[src/rtl/irrigation_pkg.sv]
// Shared types and constants for the irrigation pump controller.
package irrigation_pkg;

    typedef enum logic [1:0] {
        ST_IDLE     = 2'd0,
        ST_WATERING = 2'd1,
        ST_COOLDOWN = 2'd2,
        ST_FAULT    = 2'd3
    } pump_state_t;

    localparam int unsigned MOISTURE_W   = 8;
    localparam int unsigned MOISTURE_MAX = 100;
    localparam int unsigned AVG_DEPTH    = 4;
    localparam int unsigned AVG_SHIFT    = 2;
    localparam int unsigned SUM_W        = 10;

endpackage

[src/rtl/moisture_avg_filter.sv]
// Clamps moisture samples to 0..100 and keeps a 4-sample moving average.
module moisture_avg_filter
    import irrigation_pkg::*;
(
    input  logic                  clk,
    input  logic                  reset,
    input  logic                  sample_stb,
    input  logic [MOISTURE_W-1:0] moisture_percentage,
    output logic [MOISTURE_W-1:0] avg_moisture,
    output logic                  avg_valid
);

    localparam int unsigned FILL_W = $clog2(AVG_DEPTH + 1);

    logic [MOISTURE_W-1:0] clamped;
    logic [MOISTURE_W-1:0] sample_q [AVG_DEPTH];
    logic [SUM_W-1:0]      sum_q;
    logic [SUM_W-1:0]      sum_d;
    logic [FILL_W-1:0]     fill_q;

    // Clamp the input and form the running sum with the oldest sample retired.
    always_comb begin
        clamped = (moisture_percentage > MOISTURE_W'(MOISTURE_MAX))
                  ? MOISTURE_W'(MOISTURE_MAX) : moisture_percentage;
        sum_d   = sum_q + SUM_W'(clamped) - SUM_W'(sample_q[AVG_DEPTH-1]);
    end

    // Shift buffer, sum, average and fill tracking, updated once per sample.
    always_ff @(posedge clk) begin
        if (reset) begin
            for (int unsigned i = 0; i < AVG_DEPTH; i++) begin
                sample_q[i] <= '0;
            end
            sum_q        <= '0;
            fill_q       <= '0;
            avg_moisture <= '0;
            avg_valid    <= 1'b0;
        end else if (sample_stb) begin
            sample_q[0] <= clamped;
            for (int unsigned i = 1; i < AVG_DEPTH; i++) begin
                sample_q[i] <= sample_q[i-1];
            end
            sum_q        <= sum_d;
            avg_moisture <= MOISTURE_W'(sum_d >> AVG_SHIFT);
            if (fill_q != FILL_W'(AVG_DEPTH)) begin
                fill_q <= fill_q + FILL_W'(1);
            end
            if (fill_q >= FILL_W'(AVG_DEPTH - 1)) begin
                avg_valid <= 1'b1;
            end
        end
    end

endmodule

[src/rtl/irrigation_pump_ctrl.sv]
// Pump/valve controller: sample divider, moisture filter and hysteresis FSM
// with minimum run time, watchdog limit, cooldown and manual runs.
module irrigation_pump_ctrl
    import irrigation_pkg::*;
#(
    parameter int unsigned SAMPLE_DIV       = 1000,
    parameter int unsigned DRY_THRESH       = 30,
    parameter int unsigned WET_THRESH       = 60,
    parameter int unsigned MIN_RUN_SAMPLES  = 3,
    parameter int unsigned MAX_RUN_SAMPLES  = 8,
    parameter int unsigned COOLDOWN_SAMPLES = 2
) (
    input  logic       clk,
    input  logic       reset,
    input  logic [7:0] moisture_percentage,
    input  logic       enable,
    input  logic       manual_req,
    input  logic       fault_clr,
    output logic       pump_on,
    output logic       fault,
    output logic [1:0] state,
    output logic [7:0] avg_moisture,
    output logic       avg_valid
);

    localparam int unsigned DIV_W   = $clog2(SAMPLE_DIV);
    localparam int unsigned CNT_MAX = (MAX_RUN_SAMPLES > COOLDOWN_SAMPLES)
                                      ? MAX_RUN_SAMPLES : COOLDOWN_SAMPLES;
    localparam int unsigned CNT_W   = $clog2(CNT_MAX + 1);

    logic [DIV_W-1:0] div_q;
    logic             sample_stb;
    logic             eval_stb_q;
    pump_state_t      state_q, state_d;
    logic [CNT_W-1:0] run_cnt_q, run_cnt_d, cnt_inc;
    logic             manual_q, manual_d;

    // Sample-rate divider; eval strobe trails the sample strobe by one cycle
    // so the FSM sees the freshly updated average.
    always_ff @(posedge clk) begin
        if (reset) begin
            div_q      <= '0;
            eval_stb_q <= 1'b0;
        end else begin
            div_q      <= sample_stb ? '0 : div_q + DIV_W'(1);
            eval_stb_q <= sample_stb;
        end
    end

    assign sample_stb = (div_q == DIV_W'(SAMPLE_DIV - 1));

    moisture_avg_filter u_filter (
        .clk                 (clk),
        .reset               (reset),
        .sample_stb          (sample_stb),
        .moisture_percentage (moisture_percentage),
        .avg_moisture        (avg_moisture),
        .avg_valid           (avg_valid)
    );

    // State register with registered pump/fault decodes of the next state.
    always_ff @(posedge clk) begin
        if (reset) begin
            state_q   <= ST_IDLE;
            run_cnt_q <= '0;
            manual_q  <= 1'b0;
            pump_on   <= 1'b0;
            fault     <= 1'b0;
        end else begin
            state_q   <= state_d;
            run_cnt_q <= run_cnt_d;
            manual_q  <= manual_d;
            pump_on   <= (state_d == ST_WATERING);
            fault     <= (state_d == ST_FAULT);
        end
    end

    // Next-state logic; run_cnt doubles as the cooldown counter and saturates.
    always_comb begin
        state_d   = state_q;
        run_cnt_d = run_cnt_q;
        manual_d  = manual_q;
        cnt_inc   = (run_cnt_q == '1) ? run_cnt_q : run_cnt_q + CNT_W'(1);
        case (state_q)
            ST_IDLE: begin
                if (manual_req && enable) begin
                    state_d   = ST_WATERING;
                    run_cnt_d = '0;
                    manual_d  = 1'b1;
                end else if (eval_stb_q && enable && avg_valid &&
                             (avg_moisture < 8'(DRY_THRESH))) begin
                    state_d   = ST_WATERING;
                    run_cnt_d = '0;
                    manual_d  = 1'b0;
                end
            end
            ST_WATERING: begin
                if (!enable) begin
                    state_d   = ST_COOLDOWN;
                    run_cnt_d = '0;
                end else if (eval_stb_q) begin
                    run_cnt_d = cnt_inc;
                    if (manual_q) begin
                        if (cnt_inc >= CNT_W'(MIN_RUN_SAMPLES)) begin
                            state_d   = ST_COOLDOWN;
                            run_cnt_d = '0;
                        end
                    end else if ((cnt_inc >= CNT_W'(MIN_RUN_SAMPLES)) &&
                                 (avg_moisture >= 8'(WET_THRESH))) begin
                        state_d   = ST_COOLDOWN;
                        run_cnt_d = '0;
                    end else if (cnt_inc >= CNT_W'(MAX_RUN_SAMPLES)) begin
                        state_d   = ST_FAULT;
                        run_cnt_d = '0;
                    end
                end
            end
            ST_COOLDOWN: begin
                if (eval_stb_q) begin
                    run_cnt_d = cnt_inc;
                    if (cnt_inc >= CNT_W'(COOLDOWN_SAMPLES)) begin
                        state_d   = ST_IDLE;
                        run_cnt_d = '0;
                        manual_d  = 1'b0;
                    end
                end
            end
            ST_FAULT: begin
                if (fault_clr) begin
                    state_d   = ST_IDLE;
                    run_cnt_d = '0;
                    manual_d  = 1'b0;
                end
            end
            default: state_d = ST_IDLE;
        endcase
    end

    assign state = state_q;

endmodule

[config.mk]
export PLATFORM = sky130hd
export DESIGN_NAME = irrigation_pump_ctrl
export DESIGN_NICKNAME = d
export VERILOG_FILES = /design/src/rtl/irrigation_pkg.sv /design/src/rtl/moisture_avg_filter.sv /design/src/rtl/irrigation_pump_ctrl.sv
export SDC_FILE = /design/constraint.sdc
export NUM_CORES = 1
export LEC_CHECK = 0
export CAP_MARGIN = 15
export CORE_MARGIN = 3
export CORE_UTILIZATION = 46
export DETAILED_ROUTE_END_ITERATION = 7
export PLACE_DENSITY_LB_ADDON = 0.2
export SLEW_MARGIN = 10
export SYNTH_ARGS = -nofsm -noshare
export SYNTH_HDL_FRONTEND = slang
export SYNTH_HIERARCHICAL = 1
export SYNTH_SLANG_ARGS = --single-unit
export TNS_END_PERCENT = 5
[constraint.sdc]
create_clock -name clk -period 8 [get_ports clk]
set_input_delay 0.8 -clock clk [delete_from_list [all_inputs] [get_ports clk]]
set_output_delay 0.8 -clock clk [all_outputs]
set_load 0.03 [all_outputs]
## Yosys cells after proc, flatten, opt, wreduce, memory -nomap -nowiden

Memories as Yosys holds them, arrays and structs flattened.
Index checks and enable logic that the tools add are counted.

- Logic and storage cells: 94
- Memory bits (writable): 32
- Memories: 1
- Bits of input ports: 13
- Register bits: 42
- Output and inout bits: 13

- Equality and inequality tests: 13
- Reductions and logical operators: 12
- Mux-type cells: 41
- Bitwise gates (word level): 4
- $lt $le $gt $ge: 7
- Add/sub/neg operators: 5

Memory list:

| memory | depth | width | rd ports | clocked after memory_dff | write ports | RTL line | source |
|---|---|---|---|---|---|---|---|
| u_filter.sample_q | 4 | 8 | 4 | 0 | 4 | moisture_avg_filter.sv:16 | `logic [MOISTURE_W-1:0] sample_q [AVG_DEPTH];` |

Operators by type and width:

| cell | number |
|---|---|
| $mux 4 | 12 |
| $mux 8 | 5 |
| $mux 2 | 11 |
| $pmux 4 s4 | 1 |
| $add 10x1->10 const B | 1 |
| $add 10x8->10 | 1 |
| $eq 10x10->1 const B | 1 |
| $mux 1 | 10 |
| $sub 10x8->10 | 1 |
| $ne 3x3->1 const B | 3 |
| $ge 4x2->1 const B | 2 |
| $ge 8x6->1 const B | 1 |
| $gt 8x7->1 const B | 1 |
| $lt 8x5->1 const B | 1 |
| $pmux 2 s4 | 1 |
| $eq 2x2->1 const B | 3 |
| $ne 2x2->1 const B | 3 |
| $logic_and 1x1->1 | 5 |
| $reduce_and 5->1 | 1 |
| $add 4x1->4 const B | 1 |
| $eq 2x1->1 const B | 2 |
| $eq 4x4->1 const B | 1 |
| $ge 4x4->1 const B | 1 |
| $or 1x1->1 | 4 |
| 8 further kinds | 9 |

## Logic depth before layout (Yosys ltp)

- Depth in word-level cells: 10
- Depth in mapped cells: 13
- Mapped depth without buffers: 12

## Modules after synthesis

The synthesis kept the hierarchy.

By module, submodules not included:

| module | area an instance (um2) | cells an instance | times used |
|---|---|---|---|
| moisture_avg_filter | 2548.7 | 238 | 1 |
| irrigation_pump_ctrl | 1179.9 | 133 | 1 |

## Least setup slack after synthesis

OpenSTA, ideal clock, no wires.

- Path type: input port to flip-flop
- Start point: input moisture_percentage[0]
- End point: register u_filter.avg_moisture[7]
- Stages on the path: 12
- Data required time: 7.918 ns
- Arrival: 3.320 ns
- Setup time: 0.082 ns
- Slack: 4.598 ns
- Cells stage by stage: o21ai_0 > nand2_1 > a31oi_2 > nand2_1 > fa_1 > inv_1 > ha_1 > a211oi_2 > nor2_1 > o31ai_2 > mux2_1 > o2111ai_1

- Word-level cells in the longest chain between the ends: 4

Ends and longest elaborated chain:

| what | RTL line | source |
|---|---|---|
| start: declaration | irrigation_pump_ctrl.sv:15 | `input logic [7:0] moisture_percentage,` |
| $gt 8x7->1 | moisture_avg_filter.sv:23 | `clamped = (moisture_percentage > MOISTURE_W'(MOISTURE_MAX))` |
| $mux 8 * | moisture_avg_filter.sv:24 | `? MOISTURE_W'(MOISTURE_MAX) : moisture_percentage;` |
| $add 10x8->10 * | moisture_avg_filter.sv:25 | `sum_d = sum_q + SUM_W'(clamped) - SUM_W'(sample_q[AVG_DEPTH-1]);` |
| $sub 10x8->10 * | moisture_avg_filter.sv:25 |  |
| end signal: assignment | moisture_avg_filter.sv:44 | `avg_moisture <= MOISTURE_W'(sum_d >> AVG_SHIFT);` |
| end: declaration | moisture_avg_filter.sv:9 | `output logic [MOISTURE_W-1:0] avg_moisture,` |

Every way passes the cells marked *; elsewhere a longest branch is shown, timed or not.
A chain may end at the register's enable or synchronous reset.

## Worst setup path in the final report

- Start point: input moisture_percentage[1]
- End point: register u_filter.avg_moisture[7]

The elaborated chain is that of the path after synthesis.

==> results by group <==
Layout
  • Commonest non-fill, non-tap cells in the layout: nor2_1, inv_1, dfxtp_1
  • Finished Cell Area: approximately 4200 sq um
  • Area of the multi-input gates: about 1900 sq um
  • Fillers: 713
  • Number of diodes: 0
  • Most common cell after layout, fill and taps aside: nor2_1
  • Storage element area: about 1600 sq um
  • P&R area growth vs syn: 13.3%
  • Layout Cells excl Fill: 498
  • Total Nets Final: 432
  • Fraction of layout cells with a size suffix above 1: 0.0960

Clock network
  • Resized cells post-CTS: 0
  • Worst-Skew Late Latency: roughly 0.34 ns
  • Clock Tree Buf Depth: 2
  • Worst-path clk slew: 0.07 ns
  • Number of hold buffers added after CTS: 0
  • TritonCTS clock tree: yes
  • Clock sinks: 66
  • Postcts setup bufs: 0
  • Number of buffers created by CTS: 9
  • Clock Root Buffer: clkbuf_8
  • Htree depth: 3

Critical path
  • Crit-path max FO: 9
  • Worst path cell trace: clkdlybuf4s50_1 > o21ai_0 > nand2_1 > a31oi_2 > nand2_1 > fa_1 > inv_1 > ha_1 > a211oi_2 > nor2_1 > o31ai_2 > mux2_1 > o2111ai_1
  • Critical path's most frequent cell: nand2_1
  • Critical path capture point type: flop
  • Crit path DAT: 4.13 ns
  • CP max stage delay: 0.62 ns
  • Type of the worst setup path: in -> reg
  • Startpoint Class: primary input
  • Crit-path slowest cell: fa_1
  • Critical path required time: roughly 8.3 ns
  • Critical path's top delay family: compound AO/OA/AOI/OAI gates
  • Crit path buffers/inverters: 2

Timing
  • Clk_skew: between 0.009 and 0.01 ns
  • Relative slew slack: 0.359
  • Final worst slack: around 4.1 ns
  • Final Max Slew Viols: 0
  • Max Freq: between 0.2 and 0.3 GHz
  • Sum Neg Setup Slack: 0 ns
  • Fin. Hold Viols: 0
  • RSZ-0062 raised after global routing: no
  • Setup-failing EPs final: 0
  • Tightest Pin Transition: ~0.96 ns
  • Final worst path period need: slightly below 4 ns
  • Final cycle utilization of the critical path: 0.484

Die
  • Die Wd: 96.0 um
  • Row Count: 32
  • Core area: slightly below 8000 sq um
  • Initial core utilization: 0.478
  • Die height: about 96 um
  • Total die area: between 9000 and 10000 sq um
  • # IOs: 26

Yosys
  • Post-synthesis sequential area ratio: 0.440
  • Synthesized Nets: 412
  • Area contributors post-synth: edfxtp_1, dfxtp_1, ha_1, and2_1, fa_1
  • Async S/R FF share, synth: 0
  • Ys flop type: dfxtp_1
  • Distinct cell type count after synthesis: between 60 and 70
  • YS warnings: 6
  • #FFs+latches synth: 66
  • Area of the mapped netlist: between 3000 and 4000 sq um
  • Area leader, netlist: edfxtp_1
  • Post-synth EDFFs: 32
  • Mapped Avg Cell Area: approximately 10 sq um
  • Share of the synthesized area in the top cell type: 0.258
  • Mapped Cells: between 300 and 400

Drt
  • DRC errors left: 0
  • Via/cell ratio: roughly 5.3
  • Detailed Route WL: roughly 6.9 mm
  • Iteration count of the initial detailed-routing pass: 5
  • First DRT Iteration DRCs: 112
  • Antenna Violating Nets Remaining: 0
  • Via count: 2617
  • Drt wl/cell: 13.8 um

Placed design
  • Setup WS pre-CTS: between 3 and 4 ns
  • Placed Area: about 4000 sq um
  • Post-DP HPWL: roughly 4.9 mm
  • # port buffers: 25
  • Inst Count DP: between 400 and 500
  • Gp weighted congestion: slightly below 0.8

Pwr
  • Sequential power share: 0.495
  • Leakage dissipation: between 1.5 and 2 nW
  • Overall power: between 700 and 800 uW
  • Clk pwr share: 0.378
  • Peak VDD IR: 0.101 mV
  • P_int: between 500 and 600 uW
  • Pwr Density: roughly 180 nW/um^2
  • Net Sw Frac: 0.246
  • Logic pwr share: 0.127
  • Switch Pwr: between 150 and 200 uW

Min path
  • Hold Crit Class: reg -> reg

GRT
  • Number of global-route vias before repair: 2484
  • Total GRT Usage: 0.165
  • Overflow after GRT: 0
  • Largest net degree at the start of global routing: 35
  • Antenna violations before repair: 0
  • First-pass GRT wire length: roughly 12 mm

Status
  • Outcome: finished, final reports clean

Job
  • Total of max-cap violations: 0
-- cell type report --
class                           instances  share of cell area
Multi-Input combinational cell        252               0.438
Clock inverter                          1             0.00119
Clock buffer                           15              0.0468
Tap cell                              102              0.0302
Sequential cell                        66               0.389
Timing Repair Buffer                   28              0.0646
Inverter                               34              0.0302
-- per-layer routing --
metal / vias to the layer above / track usage / wire length [um]
met5: - / 0 / 0
met4: 0 / 0.0675 / 97
met3: 7 / 0.0328 / 281
met2: 42 / 0.256 / 3070
met1: 1234 / 0.226 / 3450
li1: 1334 / - / -
-- stage by stage --
step | hold WS [ns] | util
6_report | 0.455 | 0.541
5_1_grt | 0.497 | 0.541
4_1_cts | 0.459 | 0.541
3_5_place_dp | 0.447 | 0.515
3_3_place_gp | 0.430 | 0.515
2_1_floorplan | 0.418 | -
-- cell usage after synthesis (all sizes together) (9+ instances only) --
cell	instances
nor2	36
dfxtp	34
inv	34
edfxtp	32
and2	27
ha	20
a21oi	17
nand2	15
buf	11
o21ai	10
nand3	9
-- sequential cells by signal (all words and copies together) (netlist names) --
name,cells
div_q,10
u_filter/sum_q,2
u_filter/avg_valid,1
run_cnt_q,4
eval_stb_q,1
state,2
pump_on,1
fault,1
u_filter/avg_moisture,8
manual_q,1
u_filter/sample_q,32
u_filter/fill_q,3
-- logic make-up (layout without fill, tap and decap cells) --
family,Yosys count,count (layout),share of synthesized area
compound gates,66,66,0.134
xor+xnor,10,10,0.0235
fa+ha+maj,28,28,0.110
buf+inv,53,78,0.0641
flops,66,66,0.440
mux,5,5,0.0141
other cells,2,2,0.00201
simple gates,141,141,0.212
-- power groups by stage --
stage          Combinational, mW  Sequential [mW]  Clock (mW)
2_1_floorplan             0.0627            0.378           0
3_5_place_dp              0.0941            0.375           0
3_3_place_gp              0.0926            0.375           0
6_report                  0.0942            0.368       0.280
5_1_grt                    0.105            0.369       0.303
4_1_cts                   0.0949            0.368       0.288
-- worst paths after layout --
path                                             start                       end  slack, ns  cells past startpoint
worst min-delay path                          div_q[0]                  div_q[0]       0.46                      1
worst max-delay path            moisture_percentage[1]  u_filter/avg_moisture[7]       4.13                     13
worst max register to register                div_q[0]  u_filter/avg_moisture[6]       5.20                      9
worst min register to register                div_q[0]                  div_q[0]       0.46                      1
(Power assumes the default switching activity.)
